`config.mk`:
```
export PLATFORM = sky130hd
export DESIGN_NAME = des_key_scheduler
export DESIGN_NICKNAME = d
export VERILOG_FILES = /design/src/rtl/des_pkg.sv /design/src/rtl/des_key_permutation1.sv /design/src/rtl/des_key_permutation2.sv /design/src/rtl/des_key_scheduler.sv
export SDC_FILE = /design/constraint.sdc
export NUM_CORES = 1
export LEC_CHECK = 0
export CORE_ASPECT_RATIO = 1.5
export CORE_MARGIN = 10
export CORE_UTILIZATION = 52
export DETAILED_ROUTE_END_ITERATION = 10
export GPL_ROUTABILITY_DRIVEN = 0
export PLACE_DENSITY_LB_ADDON = 0.1
export SLEW_MARGIN = 5
export SYNTH_ARGS = -nofsm -noshare
export SYNTH_HDL_FRONTEND = slang
export SYNTH_SLANG_ARGS = --single-unit
```
`constraint.sdc`:
```
create_clock -name clk -period 3.02 [get_ports clk]
set_clock_uncertainty 0.05 [all_clocks]
set_input_delay 0.604 -clock clk [delete_from_list [all_inputs] [get_ports clk]]
set_output_delay 0.604 -clock clk [all_outputs]
set_load 0.005 [all_outputs]
```
`src/rtl/des_pkg.sv`:
```
// Shared DES key-schedule constants, permutation tables, state type and rotate helpers.
package des_pkg;

  localparam int unsigned KEY_W    = 64;
  localparam int unsigned HALF_W   = 28;
  localparam int unsigned SUBKEY_W = 48;

  typedef logic [0:HALF_W-1] half_t;

  typedef enum logic [0:0] {StIdle, StRound} state_e;

  // Rotation amount per round; element k holds the amount for round k+1.
  localparam logic [1:0] SHIFT [16] = '{
    2'd1, 2'd1, 2'd2, 2'd2, 2'd2, 2'd2, 2'd2, 2'd2,
    2'd1, 2'd2, 2'd2, 2'd2, 2'd2, 2'd2, 2'd2, 2'd1
  };

  // 1-based DES bit numbers, MSB-first.
  localparam int unsigned PC1_TBL [56] = '{
    57, 49, 41, 33, 25, 17,  9,  1, 58, 50, 42, 34, 26, 18,
    10,  2, 59, 51, 43, 35, 27, 19, 11,  3, 60, 52, 44, 36,
    63, 55, 47, 39, 31, 23, 15,  7, 62, 54, 46, 38, 30, 22,
    14,  6, 61, 53, 45, 37, 29, 21, 13,  5, 28, 20, 12,  4
  };

  localparam int unsigned PC2_TBL [48] = '{
    14, 17, 11, 24,  1,  5,  3, 28, 15,  6, 21, 10,
    23, 19, 12,  4, 26,  8, 16,  7, 27, 20, 13,  2,
    41, 52, 31, 37, 47, 55, 30, 40, 51, 45, 33, 48,
    44, 49, 39, 56, 34, 53, 46, 42, 50, 36, 29, 32
  };

  function automatic half_t rotl(input half_t x, input logic [1:0] amt);
    return (amt == 2'd2) ? {x[2:HALF_W-1], x[0:1]} : {x[1:HALF_W-1], x[0]};
  endfunction

  function automatic half_t rotr(input half_t x, input logic [1:0] amt);
    return (amt == 2'd2) ? {x[HALF_W-2:HALF_W-1], x[0:HALF_W-3]}
                         : {x[HALF_W-1], x[0:HALF_W-2]};
  endfunction

endpackage

```
`src/rtl/des_key_permutation1.sv`:
```
// DES PC-1: selects the 56 key bits into the C||D halves, dropping parity bits.
module des_key_permutation1
  import des_pkg::*;
(
  input  logic [0:KEY_W-1]    key_i,
  output logic [0:2*HALF_W-1] cd_o
);

  for (genvar i = 0; i < 2 * HALF_W; i++) begin : g_bit
    assign cd_o[i] = key_i[PC1_TBL[i]-1];
  end

  logic unused_parity;
  assign unused_parity = ^{key_i[7], key_i[15], key_i[23], key_i[31],
                           key_i[39], key_i[47], key_i[55], key_i[63]};

endmodule

```
`src/rtl/des_key_permutation2.sv`:
```
// DES PC-2: compresses the 56-bit C||D state into a 48-bit round subkey.
module des_key_permutation2
  import des_pkg::*;
(
  input  logic [0:2*HALF_W-1] cd_i,
  output logic [0:SUBKEY_W-1] subkey_o
);

  for (genvar i = 0; i < SUBKEY_W; i++) begin : g_bit
    assign subkey_o[i] = cd_i[PC2_TBL[i]-1];
  end

  logic unused_cd;
  assign unused_cd = ^{cd_i[8], cd_i[17], cd_i[21], cd_i[24],
                       cd_i[34], cd_i[37], cd_i[42], cd_i[53]};

endmodule

```
`src/rtl/des_key_scheduler.sv`:
```
// Sequential DES key schedule: loads a key and emits the 16 subkeys over valid/ready,
// in encrypt (K1..K16) or decrypt (K16..K1) order.
module des_key_scheduler
  import des_pkg::*;
#(
  parameter int unsigned NUM_ROUNDS = 16
) (
  input  logic                clk,
  input  logic                rst,
  input  logic [0:KEY_W-1]    key_in,
  input  logic                decrypt,
  input  logic                start,
  input  logic                abort,
  output logic [0:SUBKEY_W-1] subkey,
  output logic                subkey_valid,
  input  logic                subkey_ready,
  output logic [3:0]          round_idx,
  output logic                busy,
  output logic                done
);

  localparam logic [3:0] LastIdx = 4'(NUM_ROUNDS - 1);

  state_e              state_q;
  half_t               c_q, d_q;
  logic                dec_q;
  logic [3:0]          idx_q;
  logic                done_q;
  logic [0:2*HALF_W-1] cd_pc1;
  half_t               c_load, d_load;

  des_key_permutation1 u_pc1 (
    .key_i (key_in),
    .cd_o  (cd_pc1)
  );

  des_key_permutation2 u_pc2 (
    .cd_i     ({c_q, d_q}),
    .subkey_o (subkey)
  );

  assign c_load = cd_pc1[0:HALF_W-1];
  assign d_load = cd_pc1[HALF_W:2*HALF_W-1];

  always_ff @(posedge clk) begin
    if (rst) begin
      state_q <= StIdle;
      c_q     <= '0;
      d_q     <= '0;
      dec_q   <= 1'b0;
      idx_q   <= '0;
      done_q  <= 1'b0;
    end else begin
      done_q <= 1'b0;
      case (state_q)
        StIdle: begin
          if (start && !abort) begin
            state_q <= StRound;
            dec_q   <= decrypt;
            idx_q   <= '0;
            // Decrypt starts at C16/D16, which equals C0/D0 after the full 28-bit rotation.
            if (decrypt) begin
              c_q <= c_load;
              d_q <= d_load;
            end else begin
              c_q <= rotl(c_load, SHIFT[0]);
              d_q <= rotl(d_load, SHIFT[0]);
            end
          end
        end
        StRound: begin
          if (abort) begin
            state_q <= StIdle;
            idx_q   <= '0;
          end else if (subkey_ready) begin
            if (idx_q == LastIdx) begin
              state_q <= StIdle;
              idx_q   <= '0;
              done_q  <= 1'b1;
            end else begin
              idx_q <= idx_q + 4'd1;
              // Encrypt steps forward to round idx+2; decrypt steps back undoing round 16-idx.
              if (dec_q) begin
                c_q <= rotr(c_q, SHIFT[LastIdx - idx_q]);
                d_q <= rotr(d_q, SHIFT[LastIdx - idx_q]);
              end else begin
                c_q <= rotl(c_q, SHIFT[idx_q + 4'd1]);
                d_q <= rotl(d_q, SHIFT[idx_q + 4'd1]);
              end
            end
          end
        end
        default: state_q <= StIdle;
      endcase
    end
  end

  assign subkey_valid = (state_q == StRound);
  assign busy         = (state_q == StRound);
  assign round_idx    = idx_q;
  assign done         = done_q;

endmodule
```
======== After elaboration in Yosys (flattened, before gate mapping) ========
Memories as Yosys holds them, arrays and structs flattened.
Index checks and enable logic that the tools add are counted.
cells by class
  $add $sub $neg .......................... 2
  magnitude comparators ................... 2
  equality and inequality tests ........... 8
  mux-type cells .......................... 33
  bitwise operators ....................... 4
  reductions and logical operators ........ 6
operator list
  operator             number
  $mux 28              16
  $pmux 28 s2          2
  $mux 4               4
  $ge 5x5->1 const B   2
  $not 4->5            2
  $mux 2               4
  $ne 2x2->1 const B   4
  $pmux 4 s2           1
  $mux 1               5
  $add 4x1->4 const B  1
  $eq 2x2->1 const B   2
  $eq 4x4->1 const B   1
  $reduce_and 2->1     2
  $reduce_and 4->1     1
  $reduce_or 4->1      1
  $sub 4x4->4 const A  1
  $ne 3x3->1 const B   1
  $not 1->1            2
  $pmux 1 s2           1
  $logic_and 1x1->1    1
  $logic_not 1->1      1
storage, ports and cells
  register bits after elaboration ......... 63
  ROM bits ................................ 64
  bits of input ports ..................... 70
  logic and storage cells ................. 63
  memories ................................ 2
memory list
  memory            words  bits a word  rd ports  clocked after memory_dff  write ports  line                     RTL
  (name not given)  16     2            1         0                         0            des_key_scheduler.sv:88  d_q <= rotl(d_q, SHIFT[idx_q + 4'd1]);
  (name not given)  16     2            1         0                         0            des_key_scheduler.sv:85  d_q <= rotr(d_q, SHIFT[LastIdx - idx_q]);

======== Depth between registers and ports, before layout ========
  depth after elaboration ................. 12
  mapped depth ............................ 9
  mapped depth without buffers ............ 7

======== Hierarchy ========
From an unflattened synthesis, not the netlist that was laid out.
second synthesis, totals
  cell total of the unflattened synthesis .. 706
  area total of the unflattened synthesis .. 6043.3 um2
by module, submodules not included
  module                times used  cells each  area an instance (um2)  seq. area each (um2)
  des_key_scheduler     1           602         5262.5                  1261.2
  des_key_permutation1  1           56          420.4                   0.0
  des_key_permutation2  1           48          360.3                   0.0

======== Least setup slack after synthesis ========
No wires, ideal clock.
  path type ............................... flip-flop to flip-flop
  start ................................... register idx_q[0], in the netlist round_idx[0]
  end ..................................... register c_q[10]
  setup time .............................. 0.133 ns
  arrival time ............................ 2.027 ns
  required time ........................... 2.837 ns
  setup slack ............................. 0.810 ns
  stages on the path, launching flop included .. 10
  path buffers ............................ 2
  cells stage by stage .................... dfxtp_1 inv_1 ha_1 nand2b_1 a21oi_1 a211oi_1 buf_2 buf_2 mux2i_1 a31oi_1
between the ends
  longest elaborated chain between the ends .. 12
ends and longest elaborated chain
  item                                               line                                              RTL
  start: declaration                                 des_key_scheduler.sv:27                           logic [3:0] idx_q;
  start signal: assignment                           des_key_scheduler.sv:81                           idx_q <= idx_q + 4'd1;
  $add 4x1->4 / $sub 4x4->4 (equally long branches)  des_key_scheduler.sv:87, des_key_scheduler.sv:84
  $not 4->5 (on tied branches)                       des_key_scheduler.sv:87, des_key_scheduler.sv:84
  $mem_v2 16x2 (on tied branches)                    --
  $mux 2 (on tied branches) (2 in series)            --
  $eq 2x2->1 (on tied branches)                      --
  $mux 28 (on tied branches)                         des_pkg.sv:34, des_pkg.sv:38
  $mux 28                                            des_key_scheduler.sv:83                           if (dec_q) begin
  $mux 28                                            des_key_scheduler.sv:76                           if (idx_q == LastIdx) begin
  $mux 28                                            des_key_scheduler.sv:75                           end else if (subkey_ready) begin
  $mux 28                                            des_key_scheduler.sv:72                           if (abort) begin
  $pmux 28 s2                                        des_key_scheduler.sv:55                           case (state_q)
  end signal: assignment                             des_key_scheduler.sv:63                           c_q <= c_load;
  end signal: assignment                             des_key_scheduler.sv:66                           c_q <= rotl(c_load, SHIFT[0]);
  end signal: assignment                             des_key_scheduler.sv:84                           c_q <= rotr(c_q, SHIFT[LastIdx - idx_q]);
  end: declaration                                   des_key_scheduler.sv:25                           half_t c_q, d_q;
Parallel ways exist; a longest one is shown, timed or not. The select of a mux whose other input is x is not followed.
A chain may end at the register's enable or synchronous reset.

======== Worst setup path in the final report ========
  start ................................... register idx_q[0], in the netlist round_idx[0]
  end ..................................... register d_q[25]
between the ends
  longest elaborated chain between the ends .. 12
ends and longest elaborated chain
  item                                               line                                              RTL
  $add 4x1->4 / $sub 4x4->4 (equally long branches)  des_key_scheduler.sv:88, des_key_scheduler.sv:85
  $not 4->5 (on tied branches)                       des_key_scheduler.sv:88, des_key_scheduler.sv:85
  $mem_v2 16x2 (on tied branches)                    --
  $mux 2 (on tied branches) (2 in series)            des_key_scheduler.sv:88, des_key_scheduler.sv:85
  $eq 2x2->1 (on tied branches)                      des_pkg.sv:34, des_pkg.sv:38
  $mux 28 (on tied branches)                         des_pkg.sv:34, des_pkg.sv:38
  $mux 28                                            des_key_scheduler.sv:83
  $mux 28                                            des_key_scheduler.sv:76
  $mux 28                                            des_key_scheduler.sv:75
  $mux 28                                            des_key_scheduler.sv:72
  $pmux 28 s2                                        des_key_scheduler.sv:55
  end signal: assignment                             des_key_scheduler.sv:64                           d_q <= d_load;
  end signal: assignment                             des_key_scheduler.sv:67                           d_q <= rotl(d_load, SHIFT[0]);
  end signal: assignment                             des_key_scheduler.sv:85
  end: declaration                                   des_key_scheduler.sv:25
Parallel ways exist; a longest one is shown, timed or not. The select of a mux whose other input is x is not followed.

==> impl_metrics.toml <==
[run_status]
status = "finished clean"

[clocking]
ctsHoldBuffers = 0
clk_pin_slew_ns = 0.05
worstSkewPairLatency_ns = 0.34
clockBufferDepth = 2
cts_tree = "done"
postCtsSetupBuffers = 0
htree_levels = 3
root_buffer = "clkbuf_16"
cts.sinks = 63
ctsResizeCount = 0
numCtsBuffers = 9

[floorplan]
initial_core_util_pct = 52.97
rows = 46
fp.dieH_um = 147.2
die_area_mm2 = 0.01543
ios = 125
core_mm2 = 0.01059
die_x_um = 104.8

[run]
drv_cap = 0

[finish]
final_util_pct = 64.10
num-fill-cells = 956
num_antenna_cells = 0
nNetsFinal = 825
final_cell_mix = "126 x nor2_1, 114 x clkdlybuf4s50_1, 105 x mux2i_1, 63 x dfxtp_1, 46 x a211oi_1"
final_common_cell = "nor2_1"
drive_above_1_share_pct = 8.355
syn_to_final_growth_pct = 21.01
finalInstanceArea_mm2 = 0.006788

[logic_synthesis]
ys_ff_latch = 63
yosysTopAreaCell = "dfxtp_1"
synth_top_area_share_pct = 22.48
synth_area_leaders = "dfxtp_1 22%, mux2i_1 19%, nor2_1 8.4%"
syn_inst = 714
ys.flop_type = "dfxtp_1"
synth-seq-area-share_pct = 22.48
syn-num-nets = 788
synth_area_mm2 = 0.005609
synth-async-reset-ratio_pct = 0
synth_edf_count = 0
yosysUniqueCellTypes = 43
yosysWarnings = 0
avgSynthCellArea_um2 = 7.856

[hold_path]
hold_class = "reg2reg"

[timing]
slew_headroom_pct = 19.22
setup_viol = 0
setup_tns_ns = 0
fmax_ghz = 0.3882
drv_slew = 0
finalCriticalPeriod_ns = 2.576
hold_ws_ns = 0.5129
hold_violations = 0
rsz0062_at_grt = "no"
worstMarginPinSlew_ns = 1.212
timing.final.crit_share_pct = 85.30

[worst_setup_path]
worstPathCellList = "ha_1 > or3_1 > a32oi_4 > buf_4 > mux2_2 > nor3_1 > a211oi_1"
cpPeakStageDelay_ns = 0.39
path_buf_inv = 1
crit_path_max_fanout = 24
path_class = "reg2reg"
critPathArrivalTime_ns = 2.75
crit_family = "simple AND/OR/NAND/NOR gates"
cpMaxStageDelayCell = "dfxtp_1"
start_kind = "register"
cp.required_ns = 3.19
crit_path_end_kind = "register"

[detailed_routing]
num_vias = 5607
avgViaCountPerCell = 6.244
drc = 0
first_pass_iters = 5
drt_iter0_drc = 438
wirelength_mm = 18.28
antenna_left = 0
wl_per_cell_um = 20.36

[global_route]
antenna_found_initial = 0
gr-total-overflow = 0
grt_pass1_wl_mm = 29.33
grt_max_degree = 72
grt_pass1_vias = 5700
grt_usage_pct = 22.75

[placed_design]
place_area_mm2 = 0.006523
port_buffers = 116
dp_hpwl_mm = 12.32

[power]
p_per_area_mw_per_mm2 = 388.2
p_leak_nw = 2.489
peakVddDrop_uv = 260.6
==> final timing paths <==
kind	end	startpoint	slack [ns]	cells after the start
worst max-delay path	d_q[25]	round_idx[0]	0.44	7
worst min-delay path	c_q[12]	c_q[14]	0.51	2
worst max register to register	d_q[25]	round_idx[0]	0.44	7
worst min register to register	c_q[12]	c_q[14]	0.51	2
==> routing by layer <==
layer	vias to the layer above	routed length (um)	track usage (%)
li1	2663	-	-
met1	2722	7546	25.87
met2	197	9374	40.36
met3	25	1011	4.159
met4	0	350	9.711
met5	-	0	0
==> metrics by stage <==
step,std cells,power (W),worst slack [ns]
6_report,898,0.002635,0.4439
5_1_grt,898,0.002745,0.3382
4_1_cts,898,0.002639,0.4389
3_5_place_dp,884,0.001683,0.2019
3_3_place_gp,884,0.001667,0.2330
2_1_floorplan,714,0.001429,0.8099
==> where the power goes <==
group,internal [W],total [W],switching [W]
registers,0.000895,0.00100,0.000106
logic,0.000366,0.000673,0.000307
clock network,0.000590,0.000962,0.000372
==> flip-flops by register name, summed over array words and instances (netlist names) <==
signal     flops
d_q           28
c_q           28
done           1
busy           1
round_idx      4
dec_q          1
==> cell usage after synthesis (9+ instances only) <==
cell type / instances
buf_2: 21
mux2_2: 12
a211oi_1: 47
mux2i_1: 105
nor3_1: 27
dfxtp_1: 63
a2111oi_0: 23
clkbuf_1: 36
a22oi_1: 27
nand2b_1: 9
nor2b_1: 23
buf_4: 51
or3_1: 26
o21ai_0: 28
o21bai_1: 20
nor2_1: 126
==> final cells by class <==
type | count | area [um2] | share of cell area (%)
multi-input cells | 537 | 3705 | 54.58
well taps | 144 | 180.2 | 2.654
repair buffers | 138 | 1369 | 20.17
inverters | 2 | 7.507 | 0.1106
clock buffers | 13 | 260.3 | 3.834
clock inverters | 1 | 5.005 | 0.07373
flip-flops and latches | 63 | 1261 | 18.58
==> cells by family after synthesis <==
logic type / after synthesis / synth area share, %
AOI/OAI and AO/OA: 171 / 22.02
adders and majority gates: 4 / 0.8923
muxes: 117 / 21.15
DFF: 63 / 22.48
buffers and inverters: 114 / 11.78
and+or+nand+nor: 245 / 21.68
==> worst register-to-register path, stage by stage, from the launching register on <==
cell and delay (ns):
dfxtp_1 0.39, ha_1 0.33, or3_1 0.37, a32oi_4 0.35, buf_4 0.34, mux2_2 0.37, nor3_1 0.20, a211oi_1 0.07
No activity file was read; power rests on OpenSTA's default activity.
